==> src/rtl/isa_pkg.sv <==
`default_nettype none
// ============================================================================
//  Package   : isa_pkg
//  Purpose   : Shared definitions for the 32-bit instruction format:
//              opcodes, mnemonic indices, operand formats, field positions.
//  Revision  : 1.0 - initial release
// ============================================================================
package isa_pkg;

  // Field positions within the instruction word
  localparam int OPC_LSB = 25;
  localparam int DA_LSB  = 20;
  localparam int AA_LSB  = 15;
  localparam int BA_LSB  = 10;
  localparam int IMM_LSB = 0;
  localparam int REG_W   = 5;
  localparam int OPC_W   = 7;
  localparam int IMM_W   = 15;

  // Operand formats; each one selects which fields reach the word
  typedef enum logic [3:0] {
    FMT_Z  = 4'd0,
    FMT_R3 = 4'd1,
    FMT_R2 = 4'd2,
    FMT_S  = 4'd3,
    FMT_I  = 4'd4,
    FMT_A  = 4'd5,
    FMT_B  = 4'd6,
    FMT_J  = 4'd7,
    FMT_L  = 4'd8
  } fmt_e;

  // Mnemonic indices as presented on the input beat
  localparam logic [4:0] MN_NOP = 5'd0,  MN_ADD = 5'd1,  MN_SUB = 5'd2,  MN_SLT = 5'd3;
  localparam logic [4:0] MN_AND = 5'd4,  MN_OR  = 5'd5,  MN_XOR = 5'd6,  MN_ST  = 5'd7;
  localparam logic [4:0] MN_LD  = 5'd8,  MN_ADI = 5'd9,  MN_SBI = 5'd10, MN_NOT = 5'd11;
  localparam logic [4:0] MN_ANI = 5'd12, MN_ORI = 5'd13, MN_XRI = 5'd14, MN_AIU = 5'd15;
  localparam logic [4:0] MN_SIU = 5'd16, MN_MOV = 5'd17, MN_LSL = 5'd18, MN_LSR = 5'd19;
  localparam logic [4:0] MN_JMR = 5'd20, MN_BZ  = 5'd21, MN_BNZ = 5'd22, MN_JMP = 5'd23;
  localparam logic [4:0] MN_JML = 5'd24;

  // Opcodes
  localparam logic [6:0] OP_NOP = 7'b0000000, OP_ADD = 7'b0000010, OP_SUB = 7'b0000101;
  localparam logic [6:0] OP_SLT = 7'b1100101, OP_AND = 7'b0001000, OP_OR  = 7'b0001010;
  localparam logic [6:0] OP_XOR = 7'b0001100, OP_ST  = 7'b0000001, OP_LD  = 7'b0100001;
  localparam logic [6:0] OP_ADI = 7'b0100010, OP_SBI = 7'b0100101, OP_NOT = 7'b0101110;
  localparam logic [6:0] OP_ANI = 7'b0101000, OP_ORI = 7'b0101010, OP_XRI = 7'b0101100;
  localparam logic [6:0] OP_AIU = 7'b1100010, OP_SIU = 7'b1000101, OP_MOV = 7'b1000000;
  localparam logic [6:0] OP_LSL = 7'b0110000, OP_LSR = 7'b0110001, OP_JMR = 7'b1100001;
  localparam logic [6:0] OP_BZ  = 7'b0100000, OP_BNZ = 7'b1100000, OP_JMP = 7'b1000100;
  localparam logic [6:0] OP_JML = 7'b0000111;

endpackage
`default_nettype wire

==> src/rtl/instr_pack.sv <==
`default_nettype none
// ============================================================================
//  Module    : instr_pack
//  Purpose   : Combinational packer from a symbolic beat to a 32-bit word,
//              flagging mnemonic indices outside the defined set.
//  Revision  : 1.0 - initial release
// ============================================================================
module instr_pack
  import isa_pkg::*;
(
  input  logic [4:0]  mnem,
  input  logic [4:0]  da,
  input  logic [4:0]  aa,
  input  logic [4:0]  ba,
  input  logic [14:0] imm,
  output logic [31:0] word,
  output logic        illegal
);

  logic [6:0] opcode;
  fmt_e       fmt;

  // Mnemonic index to opcode and operand format
  always_comb begin
    opcode  = OP_NOP;
    fmt     = FMT_Z;
    illegal = 1'b0;
    case (mnem)
      MN_NOP: begin opcode = OP_NOP; fmt = FMT_Z;  end
      MN_ADD: begin opcode = OP_ADD; fmt = FMT_R3; end
      MN_SUB: begin opcode = OP_SUB; fmt = FMT_R3; end
      MN_SLT: begin opcode = OP_SLT; fmt = FMT_R3; end
      MN_AND: begin opcode = OP_AND; fmt = FMT_R3; end
      MN_OR:  begin opcode = OP_OR;  fmt = FMT_R3; end
      MN_XOR: begin opcode = OP_XOR; fmt = FMT_R3; end
      MN_ST:  begin opcode = OP_ST;  fmt = FMT_S;  end
      MN_LD:  begin opcode = OP_LD;  fmt = FMT_R2; end
      MN_ADI: begin opcode = OP_ADI; fmt = FMT_I;  end
      MN_SBI: begin opcode = OP_SBI; fmt = FMT_I;  end
      MN_NOT: begin opcode = OP_NOT; fmt = FMT_R2; end
      MN_ANI: begin opcode = OP_ANI; fmt = FMT_I;  end
      MN_ORI: begin opcode = OP_ORI; fmt = FMT_I;  end
      MN_XRI: begin opcode = OP_XRI; fmt = FMT_I;  end
      MN_AIU: begin opcode = OP_AIU; fmt = FMT_I;  end
      MN_SIU: begin opcode = OP_SIU; fmt = FMT_I;  end
      MN_MOV: begin opcode = OP_MOV; fmt = FMT_R2; end
      MN_LSL: begin opcode = OP_LSL; fmt = FMT_R2; end
      MN_LSR: begin opcode = OP_LSR; fmt = FMT_R2; end
      MN_JMR: begin opcode = OP_JMR; fmt = FMT_A;  end
      MN_BZ:  begin opcode = OP_BZ;  fmt = FMT_B;  end
      MN_BNZ: begin opcode = OP_BNZ; fmt = FMT_B;  end
      MN_JMP: begin opcode = OP_JMP; fmt = FMT_J;  end
      MN_JML: begin opcode = OP_JML; fmt = FMT_L;  end
      default: illegal = 1'b1;
    endcase
  end

  // Field assembly; fields a format does not use stay zero
  always_comb begin
    word = 32'd0;
    word[OPC_LSB +: OPC_W] = opcode;
    case (fmt)
      FMT_R3: begin
        word[DA_LSB +: REG_W] = da;
        word[AA_LSB +: REG_W] = aa;
        word[BA_LSB +: REG_W] = ba;
      end
      FMT_R2: begin
        word[DA_LSB +: REG_W] = da;
        word[AA_LSB +: REG_W] = aa;
      end
      FMT_S: begin
        word[AA_LSB +: REG_W] = aa;
        word[BA_LSB +: REG_W] = ba;
      end
      FMT_I: begin
        word[DA_LSB +: REG_W]  = da;
        word[AA_LSB +: REG_W]  = aa;
        word[IMM_LSB +: IMM_W] = imm;
      end
      FMT_A: word[AA_LSB +: REG_W] = aa;
      FMT_B: begin
        word[AA_LSB +: REG_W]  = aa;
        word[IMM_LSB +: IMM_W] = imm;
      end
      FMT_J: word[IMM_LSB +: IMM_W] = imm;
      FMT_L: begin
        word[DA_LSB +: REG_W]  = da;
        word[IMM_LSB +: IMM_W] = imm;
      end
      default: word = 32'd0;
    endcase
  end

endmodule
`default_nettype wire

==> src/rtl/instruction_encoder_loader.sv <==
`default_nettype none
// ============================================================================
//  Module    : instruction_encoder_loader
//  Purpose   : Accepts symbolic instruction beats, packs them into 32-bit
//              words and writes them to consecutive instruction memory words.
//  Revision  : 1.0 - initial release
// ============================================================================
module instruction_encoder_loader #(
  parameter int ADDR_W = 8
) (
  input  logic              clk,
  input  logic              rst_n,
  input  logic              start,
  input  logic [ADDR_W-1:0] base_addr,
  input  logic [ADDR_W:0]   word_count,
  input  logic              abort,
  input  logic              in_valid,
  output logic              in_ready,
  input  logic [4:0]        in_mnem,
  input  logic [4:0]        in_da,
  input  logic [4:0]        in_aa,
  input  logic [4:0]        in_ba,
  input  logic [14:0]       in_imm,
  output logic              imem_we,
  output logic [ADDR_W-1:0] imem_addr,
  output logic [31:0]       imem_wdata,
  output logic              busy,
  output logic              done,
  output logic              error,
  output logic [ADDR_W:0]   err_index,
  output logic              wrapped
);

  typedef enum logic [2:0] {
    ST_IDLE  = 3'd0,
    ST_LOAD  = 3'd1,
    ST_DRAIN = 3'd2,
    ST_DONE  = 3'd3,
    ST_ERROR = 3'd4
  } state_e;

  state_e            state_q,     state_d;
  logic [ADDR_W-1:0] addr_q,      addr_d;
  logic [ADDR_W:0]   remaining_q, remaining_d;
  logic [ADDR_W:0]   accepted_q,  accepted_d;
  logic              we_q,        we_d;
  logic [ADDR_W-1:0] waddr_q,     waddr_d;
  logic [31:0]       wdata_q,     wdata_d;
  logic              wrapped_q,   wrapped_d;
  logic [ADDR_W:0]   err_index_q, err_index_d;

  logic [31:0]       w_pack_word;
  logic              w_pack_illegal;

  instr_pack u_pack (
    .mnem    (in_mnem),
    .da      (in_da),
    .aa      (in_aa),
    .ba      (in_ba),
    .imm     (in_imm),
    .word    (w_pack_word),
    .illegal (w_pack_illegal)
  );

  // State and datapath registers; reset also cancels a pending write
  always_ff @(posedge clk or negedge rst_n) begin
    if (!rst_n) begin
      state_q     <= ST_IDLE;
      addr_q      <= '0;
      remaining_q <= '0;
      accepted_q  <= '0;
      we_q        <= 1'b0;
      waddr_q     <= '0;
      wdata_q     <= '0;
      wrapped_q   <= 1'b0;
      err_index_q <= '0;
    end else begin
      state_q     <= state_d;
      addr_q      <= addr_d;
      remaining_q <= remaining_d;
      accepted_q  <= accepted_d;
      we_q        <= we_d;
      waddr_q     <= waddr_d;
      wdata_q     <= wdata_d;
      wrapped_q   <= wrapped_d;
      err_index_q <= err_index_d;
    end
  end

  // Next-state logic; abort outranks a simultaneous transfer
  always_comb begin
    state_d     = state_q;
    addr_d      = addr_q;
    remaining_d = remaining_q;
    accepted_d  = accepted_q;
    we_d        = 1'b0;
    waddr_d     = waddr_q;
    wdata_d     = wdata_q;
    wrapped_d   = wrapped_q;
    err_index_d = err_index_q;
    case (state_q)
      ST_IDLE, ST_ERROR: begin
        if (start) begin
          addr_d      = base_addr;
          remaining_d = word_count;
          accepted_d  = '0;
          wrapped_d   = 1'b0;
          err_index_d = '0;
          state_d     = (word_count == '0) ? ST_DONE : ST_LOAD;
        end
      end
      ST_LOAD: begin
        if (abort) begin
          state_d = ST_IDLE;
        end else if (in_valid) begin
          if (w_pack_illegal) begin
            err_index_d = accepted_q;
            state_d     = ST_ERROR;
          end else begin
            we_d        = 1'b1;
            waddr_d     = addr_q;
            wdata_d     = w_pack_word;
            addr_d      = addr_q + 1'b1;
            wrapped_d   = wrapped_q | (&addr_q);
            remaining_d = remaining_q - 1'b1;
            accepted_d  = accepted_q + 1'b1;
            if (remaining_q == (ADDR_W+1)'(1)) state_d = ST_DRAIN;
          end
        end
      end
      ST_DRAIN: state_d = abort ? ST_IDLE : ST_DONE;
      ST_DONE:  state_d = ST_IDLE;
      default:  state_d = ST_IDLE;
    endcase
  end

  assign in_ready   = (state_q == ST_LOAD);
  assign busy       = (state_q == ST_LOAD) || (state_q == ST_DRAIN);
  assign done       = (state_q == ST_DONE);
  assign error      = (state_q == ST_ERROR);
  assign imem_we    = we_q;
  assign imem_addr  = waddr_q;
  assign imem_wdata = wdata_q;
  assign err_index  = err_index_q;
  assign wrapped    = wrapped_q;

endmodule
`default_nettype wire

==> config.mk <==
export PLATFORM = sky130hd
export DESIGN_NAME = instruction_encoder_loader
export DESIGN_NICKNAME = d
export VERILOG_FILES = /design/src/rtl/isa_pkg.sv /design/src/rtl/instr_pack.sv /design/src/rtl/instruction_encoder_loader.sv
export SDC_FILE = /design/constraint.sdc
export NUM_CORES = 1
export LEC_CHECK = 0
export ABC_AREA = 1
export CAP_MARGIN = 20
export CORE_ASPECT_RATIO = 1.25
export CORE_MARGIN = 4
export CORE_UTILIZATION = 30
export DETAILED_ROUTE_END_ITERATION = 7
export HOLD_SLACK_MARGIN = 0.12
export SYNTH_ARGS = -nofsm -noshare
export SYNTH_HDL_FRONTEND = slang
export SYNTH_SLANG_ARGS = --single-unit
==> constraint.sdc <==
create_clock -name clk -period 4.5 [get_ports clk]
set_input_delay 0.9 -clock clk [delete_from_list [all_inputs] [get_ports clk]]
set_output_delay 0.9 -clock clk [all_outputs]
set_load 0.05 [all_outputs]
==> results of run 1 <==
-- Yosys cell counts (2+ instances only) --
cell	count
sky130_fd_sc_hd__a21oi_1	9
sky130_fd_sc_hd__and3_1	2
sky130_fd_sc_hd__buf_2	10
sky130_fd_sc_hd__buf_4	2
sky130_fd_sc_hd__buf_6	4
sky130_fd_sc_hd__clkbuf_1	5
sky130_fd_sc_hd__clkinv_1	2
sky130_fd_sc_hd__dfrtp_1	80
sky130_fd_sc_hd__ha_1	4
sky130_fd_sc_hd__inv_1	55
sky130_fd_sc_hd__inv_2	4
sky130_fd_sc_hd__nand2_1	241
sky130_fd_sc_hd__nand2_2	5
sky130_fd_sc_hd__nand2_4	2
sky130_fd_sc_hd__nand3_1	46
sky130_fd_sc_hd__nand3b_1	6
sky130_fd_sc_hd__nand4_1	7
sky130_fd_sc_hd__nor2_1	67
sky130_fd_sc_hd__nor2_4	2
sky130_fd_sc_hd__nor3_1	2
sky130_fd_sc_hd__o21ai_0	39
sky130_fd_sc_hd__o21ai_1	4
sky130_fd_sc_hd__o22ai_1	2
sky130_fd_sc_hd__or2_2	2
sky130_fd_sc_hd__xnor2_1	2
sky130_fd_sc_hd__xor2_1	4
-- flip-flops by register name, summed over array words and instances (netlist names) --
name         flops
err_index        9
state_q          3
imem_addr        8
imem_wdata      32
imem_we          1
accepted_q       9
remaining_q      9
addr_q           8
wrapped          1
-- power groups by stage --
stage	logic, mW	registers (mW)	clock network (mW)
2_1_floorplan	0.861	1.70	0
5_1_grt	2.20	1.20	0.877
3_5_place_dp	2.03	1.18	0
4_1_cts	2.03	1.17	0.847
3_3_place_gp	2.01	1.17	0
6_report	2.02	1.16	0.823
-- stage by stage --
stage                util  hold slack [ps]
CTS                 0.416              475
global route        0.417              422
floorplan               -              471
finish              0.417              416
global placement    0.392              463
detailed placement  0.392              459
-- kinds of logic after synthesis --
kind of cell	synth area share
simple gates	0.369
buf+inv	0.0809
flops	0.452
compound gates	0.0747
xor+xnor	0.0119
fa+ha+maj	0.0113
-- routing by layer --
| metal | vias up | global-route usage | share of wire |
|---|---|---|---|
| li1 | 2153 | - | - |
| met1 | 1942 | 0.192 | 0.45 |
| met2 | 132 | 0.252 | 0.47 |
| met3 | 16 | 0.0282 | 0.064 |
| met4 | 0 | 0.0435 | 0.014 |
| met5 | - | 0 | 0 |
-- final cells by class --
| type | instances | share of cell area |
|---|---|---|
| sequential | 80 | 0.333 |
| tap | 178 | 0.0370 |
| inverter | 61 | 0.0381 |
| clock inverter | 5 | 0.0141 |
| timing repair buffer | 115 | 0.193 |
| multi-input combinational | 457 | 0.343 |
| clock buffer | 11 | 0.0420 |
-- worst max-delay path, cell delays in order (launching register included) --
cell	delay, ps
sky130_fd_sc_hd__dfrtp_1	430
sky130_fd_sc_hd__nor3_4	530
sky130_fd_sc_hd__clkinv_1	180
sky130_fd_sc_hd__nand2_1	120
sky130_fd_sc_hd__clkdlybuf4s50_1	810
-- worst paths after layout --
| kind | startpoint | end | slack [ps] | depth (start not counted) |
|---|---|---|---|---|
| max in group asynchronous | rst_n | accepted_q[4]$_DFFE_PN0P_ | 3490 | 2 |
| max | state_q[2]$_DFFE_PN0P_ | busy | 1190 | 4 |
| min in group clk | err_index[4]$_DFFE_PN0P_ | err_index[4]$_DFFE_PN0P_ | 470 | 2 |
| max reg2reg | state_q[2]$_DFFE_PN0P_ | remaining_q[7]$_DFFE_PN0P_ | 1790 | 10 |
| min | rst_n | state_q[2]$_DFFE_PN0P_ | 420 | 1 |
| min reg2reg | err_index[4]$_DFFE_PN0P_ | err_index[4]$_DFFE_PN0P_ | 470 | 2 |
==> out/results.md, run 1 <==
Power
• 666 nW/um^2 — power density relative to cell area
• 4.00 mW — Tot Pwr
• 0.291 — relative contribution of sequential cells to total power
• 1.88 mW — net switching component of the power
• 2.13 mW — Pint
• 0.206 — clock share of power
• 0.503 — combinational cell fraction of total power
• 0.469 — Sw Ratio
• 3.03 nW — Leak
• 0.389 mV — maximum vdd drop

GRT
• 20100 um — global-route wire length before repair
• 0 — GR Overflow Total
• 0 — antenna violations before repair
• 81 — maximum number of pins on one net before global-route repair
• 0.149 — overall routing resource usage
• 4112 — vias in the first global route

Die
• 117 um — horizontal die dimension
• 16800 sq um — die area
• 49 — FP Rows
• 14400 sq um — Core Box Area
• 0.307 — initial standard-cell utilization of the core
• 112 — I/O pins
• 144 um — die extent in y

Logic synthesis
• 1.00 — post-synthesis async set-or-reset flop share
• 80 — #FFs+latches synth
• 37 — Yosys cell types
• sky130_fd_sc_hd__dfrtp_1 45%, sky130_fd_sc_hd__nand2_1 20%, sky130_fd_sc_hd__nor2_1 5.7% — synth top area cells
• 0.452 — share of the synthesized area in the top cell type
• 680 — net count after synthesis
• 7.15 sq um — Synth Area per Inst
• 0.452 — sequential cell area fraction in the yosys report
• sky130_fd_sc_hd__dfrtp_1 — library cell with the largest summed area after synthesis
• 0 — Synth warnings
• 4420 sq um — post-synth design cell area
• 0 — number of flops mapped to enable cells by yosys
• sky130_fd_sc_hd__dfrtp_1 — flip-flop cell with the highest count after synthesis
• 619 — cells after synthesis

Cells and area
• 907 — Finished Layout Cells
• 6010 sq um — area of all placed cells without fillers
• 0 — number of inserted diodes
• sky130_fd_sc_hd__nand2_1 — commonest non-fill, non-tap cell in the layout
• 2000 sq um — area used by sequential logic in the layout
• 1474 — Layout fillers
• 785 — Final nets
• 241 x sky130_fd_sc_hd__nand2_1, 110 x sky130_fd_sc_hd__clkdlybuf4s50_1, 80 x sky130_fd_sc_hd__dfrtp_1, 67 x sky130_fd_sc_hd__nor2_1, 55 x sky130_fd_sc_hd__inv_1 — most frequent cells in the layout
• 35.9% — synth-to-layout area growth
• 2060 sq um — area used by multi-input combinational logic
• 0.0549 — fraction of final layout cells with drive strength greater than 1

Route
• 0 — post-detailed-route count of antenna-violating nets
• 0 — number of remaining DRC errors
• 13.6 um — wire per inst
• 4243 — total via count in the routed design
• 195 — count of routing violations after the opening detailed-route iteration
• 4.68 — via density per instance
• 5 — number of detailed-route iterations in the first pass
• 12300 um — detailed-route wire length

Critical path
• flip-flop to primary output — critical path class
• flip-flop — kind of launch point of the worst setup path
• primary output — Worst Setup End Kind
• 2410 ps — data arrival time of the critical path
• 15 — Max FO, Critical Path
• 3600 ps — data required time at the worst endpoint

Clocking
• built — clock tree from TritonCTS
• 80 — number of sinks driven by the clock tree
• 60 ps — clock-pin slew reported for the worst setup and hold paths after clock tree synthesis
• 0 — postcts setup bufs
• sky130_fd_sc_hd__clkbuf_16 — Root Buffer Master
• 3 — CTS H-tree depth
• 0 — cts hold-fix bufs
• 2 — maximum count of clock buffers along a single path
• 0 — number of instances resized during post-cts repair
• 9 — clock buffer count from CTS
• 330 ps — clk_lat worst skew

Timing
• 0 — Slew Viols, Final
• 0 ps — post-route setup TNS
• 0 — total setup violations reported at the end of the flow
• false — RSZ-0062 raised after global routing
• 302 MHz — highest clock frequency the design can meet
• 1190 ps — worst-case setup margin in the final layout
• 0 — Hold Fails Final Rpt
• 0.550 — Slew headroom
• 8.35 ps — largest clock skew in the final design
• 672 ps — transition at the pin with the smallest max-transition slack
• 3310 ps — final critical-path required period
• 0.735 — final clock period utilization by the worst path

Place
• 1250 ps — worst slack after detailed placement
• 0.883 — RePlAce Congestion
• 5650 sq um — area after detailed placement
• 111 — I/O Buffers
• 890 — total instance count after detailed placement
• 8990 um — half-perimeter wire length after detailed placement

Flow run
• 0 — number of maximum-capacitance violations

Min path
• primary input to asynchronous set/reset pin — Min-Delay Path Class

Status
• completed — result of the run

(Power assumes the default switching activity.)
==> run 2: changes to the inputs <==
clock period = 3.1 ns   (was 4.5 ns; I/O delays follow)
==> out/results.md, run 2 (synthesis results as in run 1) <==
Place
• 344 ps — worst slack after detailed placement, was 1250 ps
• 5690 sq um — area after detailed placement, was 5650 sq um
• 0.878 — RePlAce Congestion, was 0.883
• 111 — I/O Buffers, unchanged
• 8920 um — half-perimeter wire length after detailed placement, was 8990 um
• 893 — total instance count after detailed placement, was 890

Power
• 0.184 — clock share of power, was 0.206
• 2.98 mW — Pint, was 2.13 mW
• 0.296 — relative contribution of sequential cells to total power, was 0.291
• 2.71 mW — net switching component of the power, was 1.88 mW
• 0.479 mV — maximum vdd drop, was 0.389 mV
• 952 nW/um^2 — power density relative to cell area, was 666 nW/um^2
• 5.69 mW — Tot Pwr, was 4.00 mW
• 0.520 — combinational cell fraction of total power, was 0.503
• 3.02 nW — Leak, was 3.03 nW
• 0.477 — Sw Ratio, was 0.469

Timing
• 5.93 ps — largest clock skew in the final design, was 8.35 ps
• 651 ps — transition at the pin with the smallest max-transition slack, was 672 ps
• 0.566 — Slew headroom, was 0.550
• 2640 ps — final critical-path required period
• 378 MHz — highest clock frequency the design can meet
• 458 ps — worst-case setup margin in the final layout, was 1190 ps
• 0 ps — post-route setup TNS, unchanged
• 0 — total setup violations reported at the end of the flow, unchanged
• 314 ps — final worst hold slack, was 416 ps
• false — RSZ-0062 raised after global routing, unchanged
• 0.852 — final clock period utilization by the worst path
• 0 — Hold Fails Final Rpt, unchanged
• 0 — Slew Viols, Final, unchanged

GRT
• 0 — antenna violations before repair, unchanged
• 0.144 — overall routing resource usage, was 0.149
• 54 — maximum number of pins on one net before global-route repair, was 81
• 4135 — vias in the first global route, was 4112
• 0 — GR Overflow Total, unchanged
• 19500 um — global-route wire length before repair, was 20100 um

Critical path
• flip-flop to primary output — critical path class, unchanged
• 9 — reg2reg path depth, was 10
• 26 — Max FO, Critical Path, was 15
• 530 ps — Largest stage delay, worst path, was 810 ps
• 2480 ps — data required time at the worst endpoint, was 3600 ps
• remaining_q[5]$_DFFE_PN0P_ — r2r endpoint, was remaining_q[7]$_DFFE_PN0P_
• 2020 ps — data arrival time of the critical path, was 2410 ps
• state_q[2]$_DFFE_PN0P_ — r2r startpoint, unchanged
• sky130_fd_sc_hd__nor3_4 — standard cell with the maximum stage delay on the critical path, was sky130_fd_sc_hd__clkdlybuf4s50_1
• busy — end point of the critical path, unchanged
• 1010 ps — r2r setup slk, was 1790 ps
• flip-flop — kind of launch point of the worst setup path, unchanged
• primary output — Worst Setup End Kind, unchanged
• nor3_4 > clkinv_1 > buf_4 > nand2_1 > buf_12 — sequence of cells on the critical path, was nor3_4 > clkinv_1 > nand2_1 > clkdlybuf4s50_1
• state_q[2]$_DFFE_PN0P_ — startpoint of the most critical setup path, unchanged

Cells and area
• 1498 — Layout fillers, was 1474
• 787 — Final nets, was 785
• 241 x sky130_fd_sc_hd__nand2_1, 108 x sky130_fd_sc_hd__clkdlybuf4s50_1, 80 x sky130_fd_sc_hd__dfrtp_1, 67 x sky130_fd_sc_hd__nor2_1, 55 x sky130_fd_sc_hd__inv_1 — most frequent cells in the layout, was 241 x sky130_fd_sc_hd__nand2_1, 110 x sky130_fd_sc_hd__clkdlybuf4s50_1, 80 x sky130_fd_sc_hd__dfrtp_1, 67 x sky130_fd_sc_hd__nor2_1, 55 x sky130_fd_sc_hd__inv_1
• 908 — Finished Layout Cells, was 907
• sky130_fd_sc_hd__nand2_1 — commonest non-fill, non-tap cell in the layout, unchanged
• 35.2% — synth-to-layout area growth, was 35.9%
• 0.0575 — fraction of final layout cells with drive strength greater than 1, was 0.0549
• 0.415 — utilization after layout, was 0.417
• 5980 sq um — area of all placed cells without fillers, was 6010 sq um
• 32 — flip-flop count of the largest register, all copies and words added, unchanged
• 0 — number of inserted diodes, unchanged

Die
• 14400 sq um — Core Box Area, unchanged
• 16800 sq um — die area, unchanged
• 0.307 — initial standard-cell utilization of the core, unchanged
• 49 — FP Rows, unchanged
• 117 um — horizontal die dimension, unchanged
• 144 um — die extent in y, unchanged
• 112 — I/O pins, unchanged

Min path
• primary input to asynchronous set/reset pin — Min-Delay Path Class, unchanged

Clocking
• 2 — maximum count of clock buffers along a single path, unchanged
• 3 — CTS H-tree depth, unchanged
• 9 — clock buffer count from CTS, unchanged
• sky130_fd_sc_hd__clkbuf_16 — Root Buffer Master, unchanged
• 340 ps — clk_lat worst skew, was 330 ps
• 80 — number of sinks driven by the clock tree, unchanged
• 0 — cts hold-fix bufs, unchanged
• 60 ps — clock-pin slew reported for the worst setup and hold paths after clock tree synthesis, about the same
• 0 — number of instances resized during post-cts repair, unchanged
• 0 — postcts setup bufs, unchanged
• built — clock tree from TritonCTS, unchanged

Route
• 0 — number of remaining DRC errors, unchanged
• 5 — number of detailed-route iterations in the first pass, unchanged
• 4240 — total via count in the routed design, was 4243
• 13.4 um — wire per inst, was 13.6 um
• 307 — count of routing violations after the opening detailed-route iteration, was 195
• 12100 um — detailed-route wire length, was 12300 um
• 0 — post-detailed-route count of antenna-violating nets, unchanged
• 4.67 — via density per instance, was 4.68

Flow run
• 0 — number of maximum-capacitance violations, unchanged

Status
• completed — result of the run, unchanged

run 2: cell count changes in the layout (fill, tap and decap cells not counted), sizes merged:
cell           delta
buf               +4
clkdlybuf4s50     -2
clkinv            +2
inv               -2
bufinv            -1
clkbuf            -1
clkinvlp          +1
run 2: cell type report:
type / instances / area, sq um / share of cell area
multi-input combinational: 457 / 2060 / 0.345
sequential: 80 / 2000 / 0.335
timing repair buffer: 117 / 1170 / 0.196
clock buffer: 10 / 229 / 0.0383
inverter: 61 / 229 / 0.0383
tap: 178 / 223 / 0.0372
clock inverter: 5 / 58.8 / 0.00983
run 2: how the worst min path moves through the flow:
stage	to	slack, ps
2_1_floorplan	accepted_q[0]$_DFFE_PN0P_	320
3_3_place_gp	err_index[6]$_DFFE_PN0P_	460
3_5_place_dp	err_index[3]$_DFFE_PN0P_	460
4_1_cts	imem_wdata[21]$_DFFE_PN0P_	340
5_1_grt	imem_wdata[21]$_DFFE_PN0P_	370
6_report	imem_wdata[21]$_DFFE_PN0P_	310
run 2: power groups by stage:
| stage | clock [mW] | sequential (mW) | combinational [mW] |
|---|---|---|---|
| 2_1_floorplan | 0 | 2.47 | 1.25 |
| 3_5_place_dp | 0 | 1.70 | 2.98 |
| 4_1_cts | 1.08 | 1.69 | 2.99 |
| 3_3_place_gp | 0 | 1.69 | 2.94 |
| 6_report | 1.05 | 1.69 | 2.96 |
| 5_1_grt | 1.13 | 1.74 | 3.23 |
run 2: worst max-delay path: cells and delay by family, from the launching register on:
kind	cells	cell delay, ps
DFF	1	430
and+or+nand+nor	2	700
buffers and inverters	3	540
run 2: per-layer routing:
layer | GRT usage | vias up | wire, um
met5 | 0 | - | 0
met4 | 0.0507 | 0 | 149
met3 | 0.0274 | 12 | 826
met2 | 0.245 | 118 | 5710
met1 | 0.183 | 1946 | 5460
li1 | - | 2164 | -
